$ cat config.mk
export PLATFORM = sky130hd
export DESIGN_NAME = imem_loader
export DESIGN_NICKNAME = d
export VERILOG_FILES = /design/src/rtl/imem_loader_pkg.sv /design/src/rtl/imem_loader.sv
export SDC_FILE = /design/constraint.sdc
export NUM_CORES = 1
export LEC_CHECK = 0
export ABC_AREA = 1
export CORE_ASPECT_RATIO = 0.6
export CORE_MARGIN = 5
export CORE_UTILIZATION = 41
export DETAILED_ROUTE_END_ITERATION = 16
export PLACE_DENSITY = 0.75
export SYNTH_ARGS = -nofsm -noshare
export SYNTH_HDL_FRONTEND = slang
export SYNTH_SLANG_ARGS = --single-unit
$ cat constraint.sdc
create_clock -name clk -period 4.16 [get_ports clk]
set_input_delay 0.416 -clock clk [delete_from_list [all_inputs] [get_ports clk]]
set_output_delay 0.416 -clock clk [all_outputs]
set_load 0.02 [all_outputs]
$ cat src/rtl/imem_loader_pkg.sv
// Shared definitions for the byte-wide instruction RAM and its loader:
// default geometry, byte-lane ordering within a word, and the loader state encoding.
package imem_loader_pkg;

    localparam int DEFAULT_ADDR_W = 8;
    localparam int DEFAULT_DEPTH  = 256;
    localparam int BYTES_PER_WORD = 4;

    // Words are big-endian in memory: byte 0 (lowest address) carries bits 31:24.
    localparam bit BYTE0_IS_MSB = 1'b1;

    typedef enum logic [2:0] {
        ST_IDLE   = 3'd0,
        ST_ACCEPT = 3'd1,
        ST_WR0    = 3'd2,
        ST_WR1    = 3'd3,
        ST_WR2    = 3'd4,
        ST_WR3    = 3'd5,
        ST_DONE   = 3'd6
    } state_e;

    // Byte of a word stored at offset 'lane' from the word address.
    function automatic logic [7:0] word_byte(input logic [31:0] word, input logic [1:0] lane);
        logic [7:0] b;
        case (lane)
            2'd0:    b = word[31:24];
            2'd1:    b = word[23:16];
            2'd2:    b = word[15:8];
            default: b = word[7:0];
        endcase
        return b;
    endfunction

endpackage

$ cat src/rtl/imem_loader.sv
// Instruction RAM loader: accepts 32-bit words on a valid/ready stream and
// writes each one as four consecutive byte writes, MSB first, from a
// word-aligned base address. A session ends on the word flagged last, or
// with overflow when the pointer would wrap past the top of the RAM.
//
// state  | meaning
// IDLE   | no session since reset; waiting for start
// ACCEPT | in_ready high; waiting for the next word
// WR0-3  | writing byte lane 0..3 of the captured word
// DONE   | session finished; done held until the next start
module imem_loader
    import imem_loader_pkg::*;
#(
    parameter int ADDR_W = DEFAULT_ADDR_W,
    parameter int DEPTH  = DEFAULT_DEPTH
) (
    input  logic              clk,
    input  logic              reset_n,
    input  logic              start,
    input  logic [ADDR_W-1:0] base_addr,
    input  logic              in_valid,
    input  logic [31:0]       in_data,
    input  logic              in_last,
    output logic              in_ready,
    output logic              mem_we,
    output logic [ADDR_W-1:0] mem_addr,
    output logic [7:0]        mem_wdata,
    output logic              busy,
    output logic              done,
    output logic              overflow,
    output logic [ADDR_W-2:0] word_count
);

    // The counter covers 0..DEPTH/4-1 and wraps there; the port is one bit
    // wider, so its MSB is always zero.
    localparam int CNT_W = ADDR_W - 2;

    state_e            state_q, state_d;
    logic [ADDR_W-1:0] ptr_q, ptr_d;
    logic [CNT_W-1:0]  cnt_q, cnt_d;
    logic              ovf_q, ovf_d;
    logic [31:0]       word_q, word_d;
    logic              last_q, last_d;

    logic              mem_we_q, mem_we_d;
    logic [ADDR_W-1:0] mem_addr_q, mem_addr_d;
    logic [7:0]        mem_wdata_q, mem_wdata_d;

    // State and datapath registers; reset aborts any partial word in place.
    always_ff @(posedge clk or negedge reset_n) begin
        if (!reset_n) begin
            state_q <= ST_IDLE;
            ptr_q   <= '0;
            cnt_q   <= '0;
            ovf_q   <= 1'b0;
            word_q  <= '0;
            last_q  <= 1'b0;
        end else begin
            state_q <= state_d;
            ptr_q   <= ptr_d;
            cnt_q   <= cnt_d;
            ovf_q   <= ovf_d;
            word_q  <= word_d;
            last_q  <= last_d;
        end
    end

    // Next-state and datapath update.
    always_comb begin
        state_d = state_q;
        ptr_d   = ptr_q;
        cnt_d   = cnt_q;
        ovf_d   = ovf_q;
        word_d  = word_q;
        last_d  = last_q;
        unique case (state_q)
            ST_IDLE, ST_DONE: begin
                if (start) begin
                    state_d = ST_ACCEPT;
                    ptr_d   = base_addr & ~ADDR_W'(3);
                    cnt_d   = '0;
                    ovf_d   = 1'b0;
                end
            end
            ST_ACCEPT: begin
                if (in_valid) begin
                    word_d  = in_data;
                    last_d  = in_last;
                    state_d = ST_WR0;
                end
            end
            ST_WR0: state_d = ST_WR1;
            ST_WR1: state_d = ST_WR2;
            ST_WR2: state_d = ST_WR3;
            ST_WR3: begin
                ptr_d = ptr_q + ADDR_W'(BYTES_PER_WORD);
                cnt_d = cnt_q + CNT_W'(1);
                if (last_q) begin
                    state_d = ST_DONE;
                end else if (ptr_q == ADDR_W'(DEPTH - BYTES_PER_WORD)) begin
                    // The next word would start at address 0: stop instead of wrapping.
                    state_d = ST_DONE;
                    ovf_d   = 1'b1;
                end else begin
                    state_d = ST_ACCEPT;
                end
            end
            default: state_d = ST_IDLE;
        endcase
    end

    // Write-port values for the state being entered, so they register on that edge.
    always_comb begin
        mem_we_d    = 1'b0;
        mem_addr_d  = mem_addr_q;
        mem_wdata_d = mem_wdata_q;
        case (state_d)
            ST_WR0: begin
                mem_we_d    = 1'b1;
                mem_addr_d  = {ptr_q[ADDR_W-1:2], 2'd0};
                mem_wdata_d = word_byte(word_d, 2'd0);
            end
            ST_WR1: begin
                mem_we_d    = 1'b1;
                mem_addr_d  = {ptr_q[ADDR_W-1:2], 2'd1};
                mem_wdata_d = word_byte(word_d, 2'd1);
            end
            ST_WR2: begin
                mem_we_d    = 1'b1;
                mem_addr_d  = {ptr_q[ADDR_W-1:2], 2'd2};
                mem_wdata_d = word_byte(word_d, 2'd2);
            end
            ST_WR3: begin
                mem_we_d    = 1'b1;
                mem_addr_d  = {ptr_q[ADDR_W-1:2], 2'd3};
                mem_wdata_d = word_byte(word_d, 2'd3);
            end
            default: ;
        endcase
    end

    // Registered RAM write port; address and data hold while mem_we is low.
    always_ff @(posedge clk or negedge reset_n) begin
        if (!reset_n) begin
            mem_we_q    <= 1'b0;
            mem_addr_q  <= '0;
            mem_wdata_q <= '0;
        end else begin
            mem_we_q    <= mem_we_d;
            mem_addr_q  <= mem_addr_d;
            mem_wdata_q <= mem_wdata_d;
        end
    end

    assign in_ready   = (state_q == ST_ACCEPT);
    assign busy       = (state_q != ST_IDLE) && (state_q != ST_DONE);
    assign done       = (state_q == ST_DONE);
    assign overflow   = ovf_q;
    assign word_count = {1'b0, cnt_q};
    assign mem_we     = mem_we_q;
    assign mem_addr   = mem_addr_q;
    assign mem_wdata  = mem_wdata_q;

endmodule

; Word level (Yosys, flattened, before mapping)
; Index checks and enable logic that the tools add are counted.
[op_classes]
n_lt_le_gt_ge = 0
add_sub_neg = 2
n_bitwise = 0
mul = 0
shifts = 0
div = 0
n_eq_ne = 15
n_mux = 18
reduce_logical = 10
[op_table]
columns = operator, n
row1 = $mux 32, 2
row2 = $pmux 8 s4, 2
row3 = $pmux 3 s6, 1
row4 = $pmux 8 s2, 1
row5 = $eq 3x3->1 const B, 5
row6 = $eq 3x2->1 const B, 4
row7 = $mux 3, 4
row8 = $pmux 6 s2, 1
row9 = $add 8x3->8 const B, 1
row10 = $eq 8x8->1 const B, 1
row11 = $mux 8, 1
row12 = $add 6x1->6 const B, 1
row13 = $mux 6, 1
row14 = $ne 2x2->1 const B, 3
row15 = $mux 1, 4
row16 = $reduce_and 2->1, 2
row17 = $reduce_and 4->1, 1
row18 = $reduce_bool 4->1, 1
row19 = $reduce_or 4->1, 1
row20 = $eq 3x1->1 const B, 1
row21 = $logic_not 3->1, 1
row22 = $ne 3x3->1 const B, 1
row23 = $reduce_bool 3->1, 1
row24 = $pmux 1 s2, 1
row25 = other kinds (3), 3
[word_totals]
latch_bits = 0
word_cells = 54
n_memories = 0
out_inout_bits = 28
in_bits = 45
mem_bits_rw = 0
mem_bits_ro = 0
register_bits = 68

; Logic depth before layout (Yosys ltp)
[depth]
depth_word = 7
depth_mapped = 11
depth_no_buf = 9

; Worst setup path after synthesis
; OpenSTA, ideal clock, no wires.
[synth_timing]
path_kind = in2reg
from = input in_valid
to = register word_q[12]
path_stages = 5
required_time_ps = 4026
setup_time_ps = 134
arrival_ps = 1257
setup_slack_ps = 2768
n_path_buf = 3
cell_sequence = buf_2 > buf_4 > buf_2 > mux2i_1 > o21ai_0
[synth_between]
elab_chain_len = 2
[synth_lines]
columns = element, line
row1 = start: declaration, imem_loader.sv:21  ; input logic in_valid,
row2 = $mux 32, imem_loader.sv:86  ; if (in_valid) begin
row3 = $mux 32, imem_loader.sv:76  ; unique case (state_q)
row4 = named net word_d[12], imem_loader.sv:42  ; logic [31:0] word_q, word_d;
row5 = end signal: assignment, imem_loader.sv:63  ; word_q <= word_d;
row6 = end: declaration, imem_loader.sv:42
; The timed path passes the listed nets, and every way through them passes these cells.
; A chain may end at the register's enable or synchronous reset.

; Worst setup path in the final report
[layout_timing]
from = register state_q[1]
to = output in_ready
[layout_between]
elab_chain_len = 1
[layout_lines]
columns = element, line
row1 = start: declaration, imem_loader.sv:38  ; state_e state_q, state_d;
row2 = start signal: assignment, imem_loader.sv:59  ; state_q <= state_d;
row3 = $eq 3x1->1, imem_loader.sv:155  ; assign in_ready = (state_q == ST_ACCEPT);
row4 = end: declaration, imem_loader.sv:24  ; output logic in_ready,
; Every way passes these cells.

==> results.py <==
metrics = {
    "synthesis": {
        "synthCells": 434,
        "avgSynthCellArea_um2": 7.95,
        "syn_nets": 482,
        "ys_warn_count": 0,
        "syn_area_um2": 3450,
        "ys_ff_latch": 66,
        "yosysUniqueCellTypes": 28,
        "ys_seq_area_share_pct": 47.9,
    },
    "clock_network": {
        "path_clk_slew_ns": 0.05,
        "post_cts_buffers": 0,
        "cts-hold-fix-buffers": 0,
        "ctsResizeCount": 0,
        "numCtsBuffers": 9,
        "htree_levels": 3,
        "ctsLongestPathBuffers": 2,
        "clkLatencyLatePin_ns": 0.33,
        "cts_tree": "built",
        "cts_sinks": 66,
        "root_buffer": "clkbuf_16",
    },
    "worst_hold_path": {
        "hold_class": "in -> async",
    },
    "pwr": {
        "p_leak_nw": 2.27,
        "power_mw": 3.28,
        "peakVddDrop_v": 0.000286,
        "power.density_nw_per_um2": 739,
    },
    "critical_path": {
        "critPathBufInv": 2,
        "cp-start-kind": "flop",
        "ff2ff_path_depth": 9,
        "crit_family": "buffers and inverters",
        "reg2reg_setup_slack_ns": 1.49,
        "slowest_stage": "clkdlybuf4s50_1",
        "cp_data_arrival_time_ns": 2.66,
        "endpoint_kind": "primary output",
        "r2r-end": "mem_wdata[0]",
        "crit_chain": "inv_2 > nand2_1 > nor2_1 > clkdlybuf4s50_1",
        "critPathKind": "reg -> out",
        "worstPathRequired_ns": 3.74,
        "path_max_fanout": 21,
        "cpPeakStageDelay_ns": 0.74,
        "worstReg2RegStart": "state_q[1]",
    },
    "floorplan": {
        "top_level_ports": 73,
        "start_util_pct": 42.9,
        "die_w_um": 128,
        "dieArea_um2": 10400,
        "core_area_um2": 8040,
        "chipHeight_um": 81.0,
        "rows": 25,
    },
    "timing": {
        "slew-limit-headroom_pct": 37.0,
        "hold_violations": 0,
        "worst-slew-pin-transition_ns": 0.945,
        "worst_slack_ns": 1.08,
        "setup_viol": 0,
        "period_needed_ns": 3.08,
        "fin_worst_skew_ns": 0.00505,
        "hold_ws_ns": 0.159,
        "drv_slew": 0,
        "fin_setup_tns_ns": 0,
        "fmax_mhz": 325,
        "rsz0062_at_grt": "no",
        "final.period_utilization_pct": 74.0,
    },
    "grt": {
        "antenna_found_initial": 0,
        "grt_pass1_wl_um": 14000,
        "grt_overflow": 0,
        "grt_max_degree": 35,
        "grtUsageTotal_pct": 17.2,
        "grt_pass1_vias": 2808,
        "use_met1_pct": 25.4,
        "globalRouteMet2Util_pct": 24.0,
        "met3_usage_pct": 5.06,
        "busiest_layer": "met1",
    },
    "route": {
        "dr.first_iter.drc_count": 249,
        "drt-pass1-iter-count": 6,
        "routed_wl_um": 8760,
        "drc": 0,
        "via_per_inst": 5.11,
        "vias": 3091,
        "wire_per_inst_um": 14.5,
        "ant_nets": 0,
    },
    "placed_design": {
        "dp_cells": 589,
        "place.gp.congestion": 0.847,
        "dp_hpwl_um": 6330,
        "portBuffers": 69,
        "pre_cts_ws_ns": 1.47,
    },
    "finish": {
        "layout-drive-gt1-share_pct": 6.04,
        "nets": 540,
        "instances_no_fill": 605,
        "area_growth_pct": 28.6,
        "antenna_cells": 0,
    },
    "status": {
        "status": "completed",
    },
    "job": {
        "cap_violations": 0,
    },
}
==> placed cells by master (no fill, tap or decap), drive strengths merged, types with 2 or more instances in the layout <==
cell type,synthesis,layout
mux2i,24,24
nand2,172,172
ha,3,3
clkdlybuf4s50,0,67
inv,28,28
dfrtp,66,66
nand3,20,20
clkbuf,2,9
clkinv,2,7
a21oi,5,5
buf,22,4
nor2,20,20
xnor2,2,2
nand4,28,28
o21ai,34,34
==> worst reg2reg max path, stage by stage (launching register included) <==
cell	delay, ns
dfrtp_1	0.77
inv_2	0.24
nand2_1	0.11
nor2_1	0.18
nand2_2	0.18
nand2_1	0.08
nor2_2	0.56
inv_2	0.25
nand2_1	0.13
nand2_1	0.05
==> how the worst max path moves through the flow <==
| stage | startpoint | end | slack (ns) | cells after the start |
|---|---|---|---|---|
| CTS | state_q[1] | in_ready | 1.11 | 4 |
| floorplan | in_valid | word_q[12] | 2.77 | 5 |
| finish | state_q[1] | in_ready | 1.08 | 4 |
| detailed placement | state_q[1] | in_ready | 1.47 | 4 |
| global placement | state_q[1] | in_ready | 1.52 | 4 |
| global route | state_q[1] | in_ready | 0.94 | 4 |
==> state kept, by name (all words and copies together) (netlist names) <==
name / flops
cnt_q: 6
state_q: 3
mem_wdata: 8
overflow: 1
mem_we: 1
word_q: 32
last_q: 1
mem_addr: 8
ptr_q: 6
==> logic make-up (layout without fill, tap and decap cells) <==
kind of cell | after synthesis | count (layout) | synth area share (%)
flip-flops | 66 | 66 | 47.9
XOR/XNOR | 3 | 3 | 0.762
buffers and inverters | 54 | 117 | 7.33
adder cells (fa/ha/maj) | 3 | 3 | 1.09
multiplexers | 24 | 24 | 6.97
AO/OA/AOI/OAI | 43 | 43 | 6.46
AND/OR/NAND/NOR | 240 | 240 | 29.4
other | 1 | 1 | 0.109
==> power breakdown <==
part	leakage, nW	internal (mW)	switching, mW
clock network	0.145	0.462	0.277
registers	0.836	0.923	0.285
logic	1.29	0.504	0.828
total	2.27	1.89	1.39
==> routing by layer <==
metal	routed length, um	vias up
met2	3600	127
met1	4280	1418
met4	86	0
li1	-	1535
met3	796	11
met5	0	-
==> final cells by class <==
cell class | count | area, um^2
Clock buffer | 9 | 225
Clock inverter | 7 | 70.1
Fill cell | 746 | 3600
Inverter | 30 | 113
Multi-Input combinational cell | 314 | 1540
Sequential cell | 66 | 1650
Tap cell | 108 | 135
Timing Repair Buffer | 71 | 696
==> per-stage QoR <==
| step | area [um^2] | util [%] |
|---|---|---|
| 2_1_floorplan | 3450 | - |
| 3_3_place_gp | 4140 | 51.5 |
| 3_5_place_dp | 4140 | 51.5 |
| 4_1_cts | 4430 | 55.2 |
| 5_1_grt | 4430 | 55.2 |
| 6_report | 4430 | 55.2 |
==> synth_stat cells <==
| library cell | n | area, um^2 |
|---|---|---|
| a21o_1 | 1 | 7.51 |
| a21oi_1 | 5 | 25.0 |
| a31oi_1 | 1 | 6.26 |
| buf_1 | 1 | 3.75 |
| buf_2 | 16 | 80.1 |
| buf_4 | 2 | 15.0 |
| buf_6 | 3 | 33.8 |
| clkbuf_1 | 2 | 7.51 |
| clkinv_1 | 2 | 7.51 |
| conb_1 | 1 | 3.75 |
| dfrtp_1 | 66 | 1650 |
| ha_1 | 3 | 37.5 |
| inv_1 | 23 | 86.3 |
| inv_2 | 5 | 18.8 |
| mux2i_1 | 24 | 240 |
| nand2_1 | 171 | 642 |
| nand2_2 | 1 | 6.26 |
| nand3_1 | 18 | 90.1 |
| nand3_2 | 2 | 20.0 |
| nand4_1 | 28 | 175 |
| nor2_1 | 18 | 67.6 |
| nor2_2 | 2 | 12.5 |
| o211ai_1 | 1 | 7.51 |
| o21ai_0 | 32 | 160 |
| o21ai_1 | 2 | 10.0 |
| o22ai_1 | 1 | 6.26 |
| xnor2_1 | 2 | 17.5 |
| xor2_1 | 1 | 8.76 |
No activity file was read; power rests on OpenSTA's default activity.
==> RTL change 1, RTL diff (config.mk and constraints unchanged) <==
Re-encode `state_e` (7 states) as one-hot, 7 bits wide.
--- a/src/rtl/imem_loader_pkg.sv
+++ b/src/rtl/imem_loader_pkg.sv
@@ -10,12 +10,12 @@
     localparam bit BYTE0_IS_MSB = 1'b1;
 
-    typedef enum logic [2:0] {
-        ST_IDLE   = 3'd0,
-        ST_ACCEPT = 3'd1,
-        ST_WR0    = 3'd2,
-        ST_WR1    = 3'd3,
-        ST_WR2    = 3'd4,
-        ST_WR3    = 3'd5,
-        ST_DONE   = 3'd6
+    typedef enum logic [6:0] {
+        ST_IDLE   = 7'b0000001,
+        ST_ACCEPT = 7'b0000010,
+        ST_WR0    = 7'b0000100,
+        ST_WR1    = 7'b0001000,
+        ST_WR2    = 7'b0010000,
+        ST_WR3    = 7'b0100000,
+        ST_DONE   = 7'b1000000
     } state_e;
 
Formal check against the unedited RTL: same outputs for any inputs over 10 cycles, from zero or initial values and one cycle with reset_n low; not proved beyond that.
==> RTL change 1 against the original RTL <==
Synthesized cell count up 25%; worst setup slack better by 0.23 ns; area after synthesis up 16%; register-to-register slack better by 0.08 ns; sequential cell count up 4; total power down 4.6%; non-clock buffer count up 1; routed wire length up 21%; final area up 13%; via count up 18%.
==> RTL change 1: results (changes against the original RTL) <==
[placed_design]
gp_congestion = 0.849  ; +0.24%
place_ws_ns = 1.43  ; -0.0464 ns
dpl_cell_area_um2 = 4680  ; +13%
placed_cells = 720  ; +22%
place_hpwl_um = 7240  ; +14%

[global_route]
grt_use_total_pct = 18.7  ; +1.5 points
first_global_vias = 3544  ; +26%
grt_pass1_wl_um = 17600  ; +26%
grt_start_max_net_pins = 38  ; +8.6%

[drt]
dr_wl_met3_um = 684  ; -14%
drt-pass1-iter-count = 5  ; -1
via_per_inst = 4.95  ; -3.1%
wl_met2_um = 4710  ; +31%
vias = 3645  ; +18%
met1Wirelength_um = 5090  ; +19%
wl_per_cell_um = 14.4  ; -0.52%
drtIter0Drc = 364  ; +46%

[synthesis]
synth_top_cells_by_area = dfrtp_1 43%, nand2_1 26%, nand3_1 7.6%
synthDistinctLibCells = 33  ; +18%
syn_area_per_cell_um2 = 7.36  ; -7.4%
synth_common_cells = 278 x nand2_1, 69 x dfrtp_1, 61 x nand3_1
syn_nets = 591  ; +23%
yosysSeqAreaShare_pct = 43.9  ; -4.0 points

[worst_hold_path]
hold_path_class = in -> async

[finish]
largest_reg_flops = 32  ; unchanged
final_nets = 649  ; +20%
largest_register = word_q
drive_above_1_share_pct = 7.92  ; +1.9 points
diodes = 0  ; unchanged
fillers = 886  ; +19%

[power]
peakVddDrop_uv = 321  ; +12%
swShare_pct = 38.7  ; -3.7 points
power_leakage_nw = 2.59  ; +14%

[clock_tree]
cts_resized = 0  ; unchanged
cts.htree.levels = 3  ; unchanged
clockBufferDepth = 2  ; unchanged
clock_latency_ns = 0.33  ; about the same

[critical_path]
cp_slowest_cell = clkdlybuf4s50_1
worstPathArrival_ns = 2.43  ; -0.23 ns
r2r_start = state_q[5]
regToRegSetupSlack_ns = 1.57  ; +0.08 ns
critPathMaxFanout = 35  ; +67%
reg2reg_to = mem_wdata[7]
cp_slowest_stage_delay_ns = 0.61  ; -0.13 ns

[sta]
max_slew_margin_pct = 29.4  ; -7.6 points
finalClockSkew_ns = 0.00734  ; +0.00229 ns
holdWs_ns = 0.142  ; -0.0173 ns

[outcome]
status = completed

-- RTL change 1: cell count changes after synthesis, moves of 6 or more --
cell     before  now
o21ai_0      32   11
mux2i_1      24    0
nor3_1        0    8
nand4_1      28    2
buf_2        16   10
nand3_1      18   61
nand2_1     171  278
-- RTL change 1: cell type report --
type                            instances  area share [%]
Tap cell                              130            3.26
Sequential cell                        70            35.1
Clock buffer                           10            4.58
Multi-Input combinational cell        414            38.6
Timing Repair Buffer                   72            14.2
Inverter                               34            2.55
Clock inverter                          6            1.73
-- RTL change 1: worst register-to-register path: cells and delay by family (launching register included) --
family | cells | cell delay (ns)
buf+inv | 2 | 0.51
simple gates | 7 | 1.56
flops | 1 | 0.40
-- RTL change 1: metal layers --
metal  GRT usage (%)  vias to the layer above
met2            28.6                      110
met3            4.52                       12
li1                -                     1806
met1            26.5                     1717
met4            4.80                        0
met5               0                        -
-- RTL change 1: worst max path at each step --
| stage | to | start | slack [ns] | cells after the start |
|---|---|---|---|---|
| 2_1_floorplan | in_ready | state_q[6] | 2.59 | 7 |
| 3_3_place_gp | mem_wdata[1] | in_valid | 1.56 | 11 |
| 3_5_place_dp | mem_wdata[1] | in_valid | 1.43 | 11 |
| 4_1_cts | in_ready | state_q[2] | 1.30 | 6 |
| 5_1_grt | in_ready | state_q[2] | 1.19 | 6 |
| 6_report | in_ready | state_q[5] | 1.32 | 6 |
-- RTL change 1: power by group through the flow --
stage	clock network [mW]	registers, mW	logic [mW]
finish	0.824	1.13	1.18
global route	0.866	1.15	1.33
CTS	0.832	1.12	1.18
detailed placement	0	1.13	1.17
global placement	0	1.12	1.13
floorplan	0	1.16	0.749
-- RTL change 1: logic make-up (layout without fill, tap and decap cells) --
logic type / after synthesis / after routing / share of synthesized area (%)
AND/OR/NAND/NOR: 389 / 389 / 44.0
flip-flops: 70 / 70 / 43.9
buffers and inverters: 59 / 122 / 7.86
AO/OA/AOI/OAI: 17 / 17 / 2.38
XOR/XNOR: 4 / 4 / 0.877
adder cells (fa/ha/maj): 3 / 3 / 0.939
other: 1 / 1 / 0.0938
-- RTL change 1: through the flow --
stage          total power [mW]  util, %
2_1_floorplan              1.91        -
3_3_place_gp               2.25     50.2
3_5_place_dp               2.30     50.2
4_1_cts                    3.14     53.6
5_1_grt                    3.34     53.6
6_report                   3.13     53.6
==> RTL change 2, RTL diff (same flow settings) <==
Without the edit above. The package constant `DEFAULT_ADDR_W` goes from 8 to 7.
--- a/src/rtl/imem_loader_pkg.sv
+++ b/src/rtl/imem_loader_pkg.sv
@@ -3,5 +3,5 @@
 package imem_loader_pkg;
 
-    localparam int DEFAULT_ADDR_W = 8;
+    localparam int DEFAULT_ADDR_W = 7;
     localparam int DEFAULT_DEPTH  = 256;
     localparam int BYTES_PER_WORD = 4;
Ports: changed (resized base_addr, mem_addr and word_count); port bits go from 73 to 70. The function was not compared with the original's and may differ.
==> RTL change 2 against the original RTL <==
Area after synthesis shrank 3.7%; utilization shrank 0.59 points; critical path depth grew 1; critical endpoint unchanged; sequential cell count shrank 3; routed wire length shrank 6.9%; total power grew 0.56%; fmax grew 11%; final area shrank 3.0%; worst setup slack gained 0.31 ns.
==> RTL change 2: results (changes against the original RTL) <==
[synthesis]
muxShareOfSynthArea_pct = 7.53  ; +0.57 points
syn_nets = 458  ; -5.0%
synth_top_cells_by_area = dfrtp_1 47%, nand2_1 19%, mux2i_1 7.5%
yosysSeqAreaShare_pct = 47.5  ; -0.44 points
synth_common_cells = 165 x nand2_1, 63 x dfrtp_1, 29 x nand4_1
synthAdderAreaFrac_pct = 1.13  ; +0.041 points
synth-xor-area-share_pct = 0.264  ; -0.50 points
synth_compound_area_share_pct = 5.73  ; -0.73 points
synthDistinctLibCells = 27  ; -3.6%

[placed_design]
dpl_cell_area_um2 = 3980  ; -3.9%
place_ws_ns = 1.71  ; +0.235 ns
place_hpwl_um = 5750  ; -9.1%
placed_cells = 564  ; -4.2%
io_buffers = 66  ; -4.3%
gp_congestion = 0.812  ; -4.2%

[drt]
via_per_inst = 5.03  ; -1.6%
drt-pass1-iter-count = 5  ; -1
wl_per_cell_um = 14.1  ; -2.9%
wl_met2_um = 3100  ; -14%
dr_wl_met3_um = 710  ; -11%
drtIter0Drc = 176  ; -29%
vias = 2916  ; -5.7%

[finish]
clk_share_pct = 7.50  ; +0.85 points
inv_count = 20  ; -33%
fillers = 744  ; -0.27%
buffers_excl_clock = 70  ; -1.4%
drive_above_1_share_pct = 7.84  ; +1.8 points
area_growth_pct = 29.5
seq_cell_count = 63  ; -4.5%
num-multi-input-gates = 303  ; -3.5%
buf_share_pct = 15.8  ; +0.13 points

[floorplan]
core_area_um2 = 7880  ; -1.9%

[sta]
tightest_slew_ns = 0.929  ; -0.0167 ns
finalClockSkew_ns = 0.00465  ; -0.000399 ns

[power]
power_leakage_nw = 2.18  ; -4.0%
swShare_pct = 41.6  ; -0.81 points

[global_route]
grt.met1_usage_pct = 25.4  ; -0.066 points
antenna_found_initial = 0  ; unchanged
grt_pass1_wl_um = 13500  ; -3.2%
grt_start_max_net_pins = 64  ; +83%
first_global_vias = 2669  ; -5.0%

[outcome]
status = completed

[critical_path]
cp_slowest_cell = dfrtp_1

## RTL change 2: cell types whose count changed after synthesis, sizes merged, moves of 2 or more
cell / delta
inv: -10
nand2: -5
o21ai: -5
dfrtp: -3
a31o: +2
## RTL change 2: worst paths after layout
kind,start,cells past startpoint,slack (ns),endpoint
setup / recovery,state_q[1],5,1.39,in_ready
hold / removal,reset_n,2,0.25,word_q[29]
setup reg to reg,state_q[1],10,1.66,mem_wdata[3]
hold reg to reg,cnt_q[4],1,0.48,cnt_q[4]
max in group asynchronous,reset_n,2,3.38,word_q[2]
min in group clk,cnt_q[4],1,0.48,cnt_q[4]
## RTL change 2: power by group through the flow
stage / combinational [mW] / sequential (mW) / clock, mW
after CTS: 1.33 / 1.16 / 0.820
after floorplan: 0.956 / 1.13 / 0
final: 1.32 / 1.17 / 0.806
after global routing: 1.51 / 1.20 / 0.848
after global placement: 1.29 / 1.15 / 0
after detailed placement: 1.32 / 1.16 / 0
